**src/rtl/gray_seq_gen.sv**
```systemverilog
// Registered up/down Gray-code sequence generator with parallel load and rdy backpressure.
// Defining GRAY_SEQ_CHECK_EN adds a sticky err output that flags non-single-bit Gray steps.
module gray_seq_gen #(
  parameter int             W       = 4,
  parameter logic [W-1:0]   RST_VAL = {W{1'b0}}
) (
  input  logic         clk,
  input  logic         rst,
  input  logic         en,
  input  logic         dn,
  input  logic         ld,
  input  logic [W-1:0] ld_bin,
  input  logic         rdy,
  output logic [W-1:0] g,
  output logic [W-1:0] b,
  output logic         g_vld,
  output logic         tc,
  output logic         wrp
`ifdef GRAY_SEQ_CHECK_EN
  ,
  output logic         err
`endif
);

  localparam logic [W-1:0] ZERO     = {W{1'b0}};
  localparam logic [W-1:0] ONE      = {{(W-1){1'b0}}, 1'b1};
  localparam logic [W-1:0] ALL_ONES = {W{1'b1}};

  function automatic logic [W-1:0] gray_of(input logic [W-1:0] x);
    return x ^ (x >> 1);
  endfunction

  function automatic logic is_one_hot(input logic [W-1:0] x);
    return (x != ZERO) && ((x & (x - ONE)) == ZERO);
  endfunction

  logic [W-1:0] b_q, b_d;
  logic [W-1:0] g_q, g_d;
  logic         vld_q, vld_d;
  logic         wrp_q, wrp_d;
  logic         step_s;

  // next-state: load beats step, step beats hold
  always_comb begin
    step_s = en & rdy & ~ld;
    b_d    = b_q;
    vld_d  = 1'b0;
    wrp_d  = 1'b0;
    if (ld) begin
      b_d   = ld_bin;
      vld_d = 1'b1;
    end else if (step_s) begin
      vld_d = 1'b1;
      if (dn) begin
        b_d   = b_q - ONE;
        wrp_d = (b_q == ZERO);
      end else begin
        b_d   = b_q + ONE;
        wrp_d = (b_q == ALL_ONES);
      end
    end else begin
      b_d = b_q;
    end
    g_d = gray_of(b_d);
  end

  // state register with synchronous reset
  always_ff @(posedge clk) begin
    if (rst) begin
      b_q   <= RST_VAL;
      g_q   <= gray_of(RST_VAL);
      vld_q <= 1'b0;
      wrp_q <= 1'b0;
    end else begin
      b_q   <= b_d;
      g_q   <= g_d;
      vld_q <= vld_d;
      wrp_q <= wrp_d;
    end
  end

  // terminal count follows dn without a register stage
  always_comb begin
    if (dn) begin
      tc = (b_q == ZERO);
    end else begin
      tc = (b_q == ALL_ONES);
    end
  end

  assign g     = g_q;
  assign b     = b_q;
  assign g_vld = vld_q;
  assign wrp   = wrp_q;

`ifdef GRAY_SEQ_CHECK_EN
  logic err_q, err_d;

  // compares against the driven g so a corrupted output word is caught
  always_comb begin
    err_d = err_q;
    if (step_s && !is_one_hot(g_d ^ g)) begin
      err_d = 1'b1;
    end else begin
      err_d = err_q;
    end
  end

  // sticky error flag, cleared only by reset
  always_ff @(posedge clk) begin
    if (rst) begin
      err_q <= 1'b0;
    end else begin
      err_q <= err_d;
    end
  end

  assign err = err_q;
`endif

endmodule

```
**config.mk**
```make
export PLATFORM = sky130hd
export DESIGN_NAME = gray_seq_gen
export DESIGN_NICKNAME = d
export VERILOG_FILES = /design/src/rtl/gray_seq_gen.sv
export SDC_FILE = /design/constraint.sdc
export NUM_CORES = 1
export LEC_CHECK = 0
export BUFFER_PORTS_ARGS = -buffer_cell sky130_fd_sc_hd__buf_2
export CORE_AREA = 2 2 39 41
export CTS_CLUSTER_SIZE = 12
export DETAILED_ROUTE_END_ITERATION = 8
export DIE_AREA = 0 0 41 43
export PLACE_DENSITY = 0.72
export SETUP_SLACK_MARGIN = 0.02
export SLEW_MARGIN = 20
export SYNTH_ARGS = -nofsm -noshare
export SYNTH_HDL_FRONTEND = slang
export SYNTH_SLANG_ARGS = --single-unit
```
**constraint.sdc**
```tcl
create_clock -name clk -period 2.1 [get_ports clk]
set_input_delay 0.42 -clock clk [delete_from_list [all_inputs] [get_ports clk]]
set_output_delay 0.42 -clock clk [all_outputs]
set_load 0.01 [all_outputs]
```
==> out/metrics.yaml <==
postCtsHoldBufs: 0
die_h_um: 43
maxSlewViolCount: 0
synth-seq-cells: 9
regArea_um2: 183
holdWs_ps: 448
drtIter0Drc: 12
hold_end: "wrp"
clockBufferDepth: 2
wl_per_cell_um: 12.8
synth_top_family_by_area: "simple AND/OR/NAND/NOR gates"
p_clk_share_pct: 27.4
fillCellCount: 125
fin_crit_sh_pct: 92.7
r2r_start: "b[0]"
min-delay-start: "ld"
synthMuxAreaShare_pct: 9.27
grt_pass1_vias: 484
netlist_area_um2: 581
ys_async_sr_fraction_pct: 0
swShare_pct: 29.8
syn2layout_area_growth_pct: 27.6
required_ps: 2240
synthSimpleGateAreaFrac_pct: 27.6
intPower_w: 0.000329
clkSinkCount: 9
synth_fa_ha_area_share_pct: 7.76
start_util_pct: 42.0
arrival_ps: 2090
ys_seq_area_share_pct: 31.0
final_cells: 100
coreArea_um2: 1380
grt_max_degree: 10
p_leak_nw: 0.349
die_width_um: 41
drt_first_pass_iters: 4
synth.distinct_cells: 32
hold_viol_final: 0
grt_antenna_before_repair: 0
root_buffer: "clkbuf_4"
antenna_cells: 0
num_rows: 14
synth_compound_area_share_pct: 12.3
synth_fp_nets: 73
cts_made_buffers: 3
boundaryPins: 21
vdd_drop_max_v: 0.000502
drv_cap: 0
die_area_um2: 1760
drive_gt1_share_pct: 45.2
status: "complete, no violations"
finalSetupViolations: 0
worst-setup-path-type: "flop to flop"
syn_area_per_cell_um2: 9.68
finalWirelength_um: 1280
fin_crit_ps: 1950
synth_edf_count: 0
critPathCaptureType: "flop"
worstMarginPinSlew_ps: 447
power.density_nw_per_um2: 632
nNetsFinal: 98
antenna_left: 0
r2r_cells: 7
multiInputGateArea_um2: 374
regToRegEndpoint: "g[2]"
fin_skew_ps: 1.43
h-tree-depth: 1
grt-ovfl-total: 0
worstSetupStartpoint: "b[0]"
netlist_instances: 60
tns_ps: 0
clk_pin_slew_ps: 60
timing.reg2reg.setup_slack_ps: 150
rsz0062_at_grt: "false"
via_count: 531
max_clock_freq_mhz: 514
place_inst: 96
pwr-share-comb_pct: 30.0
synth-xor-area-share_pct: 6.03
viasPerCell: 5.31
grtUsageTotal_pct: 17.4
start_kind: "flop"
seqPwrFrac_pct: 42.5
switchingPower_w: 0.000139
synth_flop_cell: "dfxtp_1"
remaining_drc_errors: 0
max_slew_margin_pct: 69.9
tritoncts: "done"
crit_fanout: 4
portBuffers: 20
grt_pass1_wl_um: 2100
worstHoldPathType: "input port to flop"
ys.warnings.count: 0
post-dp-hpwl_um: 992
whs_path_depth: 2
gp_congestion: 0.824
insertion_delay_ps: 250
## how the worst max path moves through the flow
stage | slack [ps] | cells after the start | end
floorplan | 140 | 7 | g[2]
global placement | 50 | 7 | g[2]
detailed placement | 3 | 7 | g[2]
CTS | 70 | 8 | g[1]
global route | 20 | 8 | g[1]
finish | 150 | 7 | g[2]
## state kept, by name (all words and copies together), names as in the netlist
name   count
b          4
g          3
g_vld      1
wrp        1
## critical path: stages, from the launching register on
cell and delay [ps]:
dfxtp_2 360, inv_1 100, fa_1 450, xnor2_1 150
mux2_4 270, mux2i_4 160, nor2_1 70, mux2_4 260
## layout by cell type, fill, tap and decap left out, types with 2 or more instances in the layout
master    synthesis  routed
buf_2             0      20
dfxtp_1           9       7
nor2_1            5       5
inv_1             4       4
nand2_1           4       4
a21oi_1           4       4
clkbuf_4          0       3
buf_4             2       3
or4_1             2       2
o21ai_0           2       2
xnor2_1           2       2
mux2_4            2       2
xor2_1            2       2
ha_1              2       2
dfxtp_2           0       2
## synthesized netlist by cell type (2+ instances only)
master	count	area [um2]
nand2_1	4	15.0
ha_1	2	25.0
dfxtp_1	9	180
nor2_1	5	18.8
buf_4	2	15.0
o21ai_0	2	10.0
xor2_1	2	17.5
xnor2_1	2	17.5
or4_1	2	15.0
a21oi_1	4	20.0
inv_1	4	15.0
mux2_4	2	30.0
## through the flow
stage               utilization (%)  total power (W)  setup slack, ps  area [um2]
floorplan                         -         0.000291              144         581
global placement               50.8         0.000334             51.8         703
detailed placement             50.8         0.000338             2.53         703
CTS                            52.7         0.000467             71.3         729
global route                   53.5         0.000498             20.5         741
finish                         53.5         0.000468              153         741
## metal layers
metal	wire length, um	up-vias	GRT usage (%)	part of all wire (%)
met5	0	-	0	0
met4	0	0	4.00	0
met3	113	0	6.28	8.8
met2	601	29	25.0	47
met1	567	244	24.2	44
li1	-	258	-	-
## cell type report
| cell class | instances | area share [%] |
|---|---|---|
| Timing Repair Buffer | 23 | 16.6 |
| Tap cell | 16 | 2.70 |
| Clock buffer | 4 | 3.55 |
| Sequential cell | 9 | 24.7 |
| Multi-Input combinational cell | 44 | 50.5 |
| Inverter | 4 | 2.03 |
## power by group through the flow
stage | clock (W) | combinational (W) | sequential [W]
detailed placement | 0 | 0.000136 | 0.000202
CTS | 0.000132 | 0.000137 | 0.000198
finish | 0.000129 | 0.000140 | 0.000199
floorplan | 0 | 0.0000829 | 0.000208
global route | 0.000140 | 0.000157 | 0.000201
global placement | 0 | 0.000133 | 0.000201
## timing repair
| action | in CTS | in global routing |
|---|---|---|
| setup endpoints to repair | 0 | 3 |
| gates resized for setup | 0 | 3 |
| setup buffers | 0 | 0 |
## cells by family after synthesis
kind of cell	after synthesis
AOI/OAI and AO/OA	9
DFF	9
adders and majority gates	3
xor gates and xnor gates	4
and+or+nand+nor	24
buffers and inverters	7
muxes	4
No activity file was read; power rests on OpenSTA's default activity.
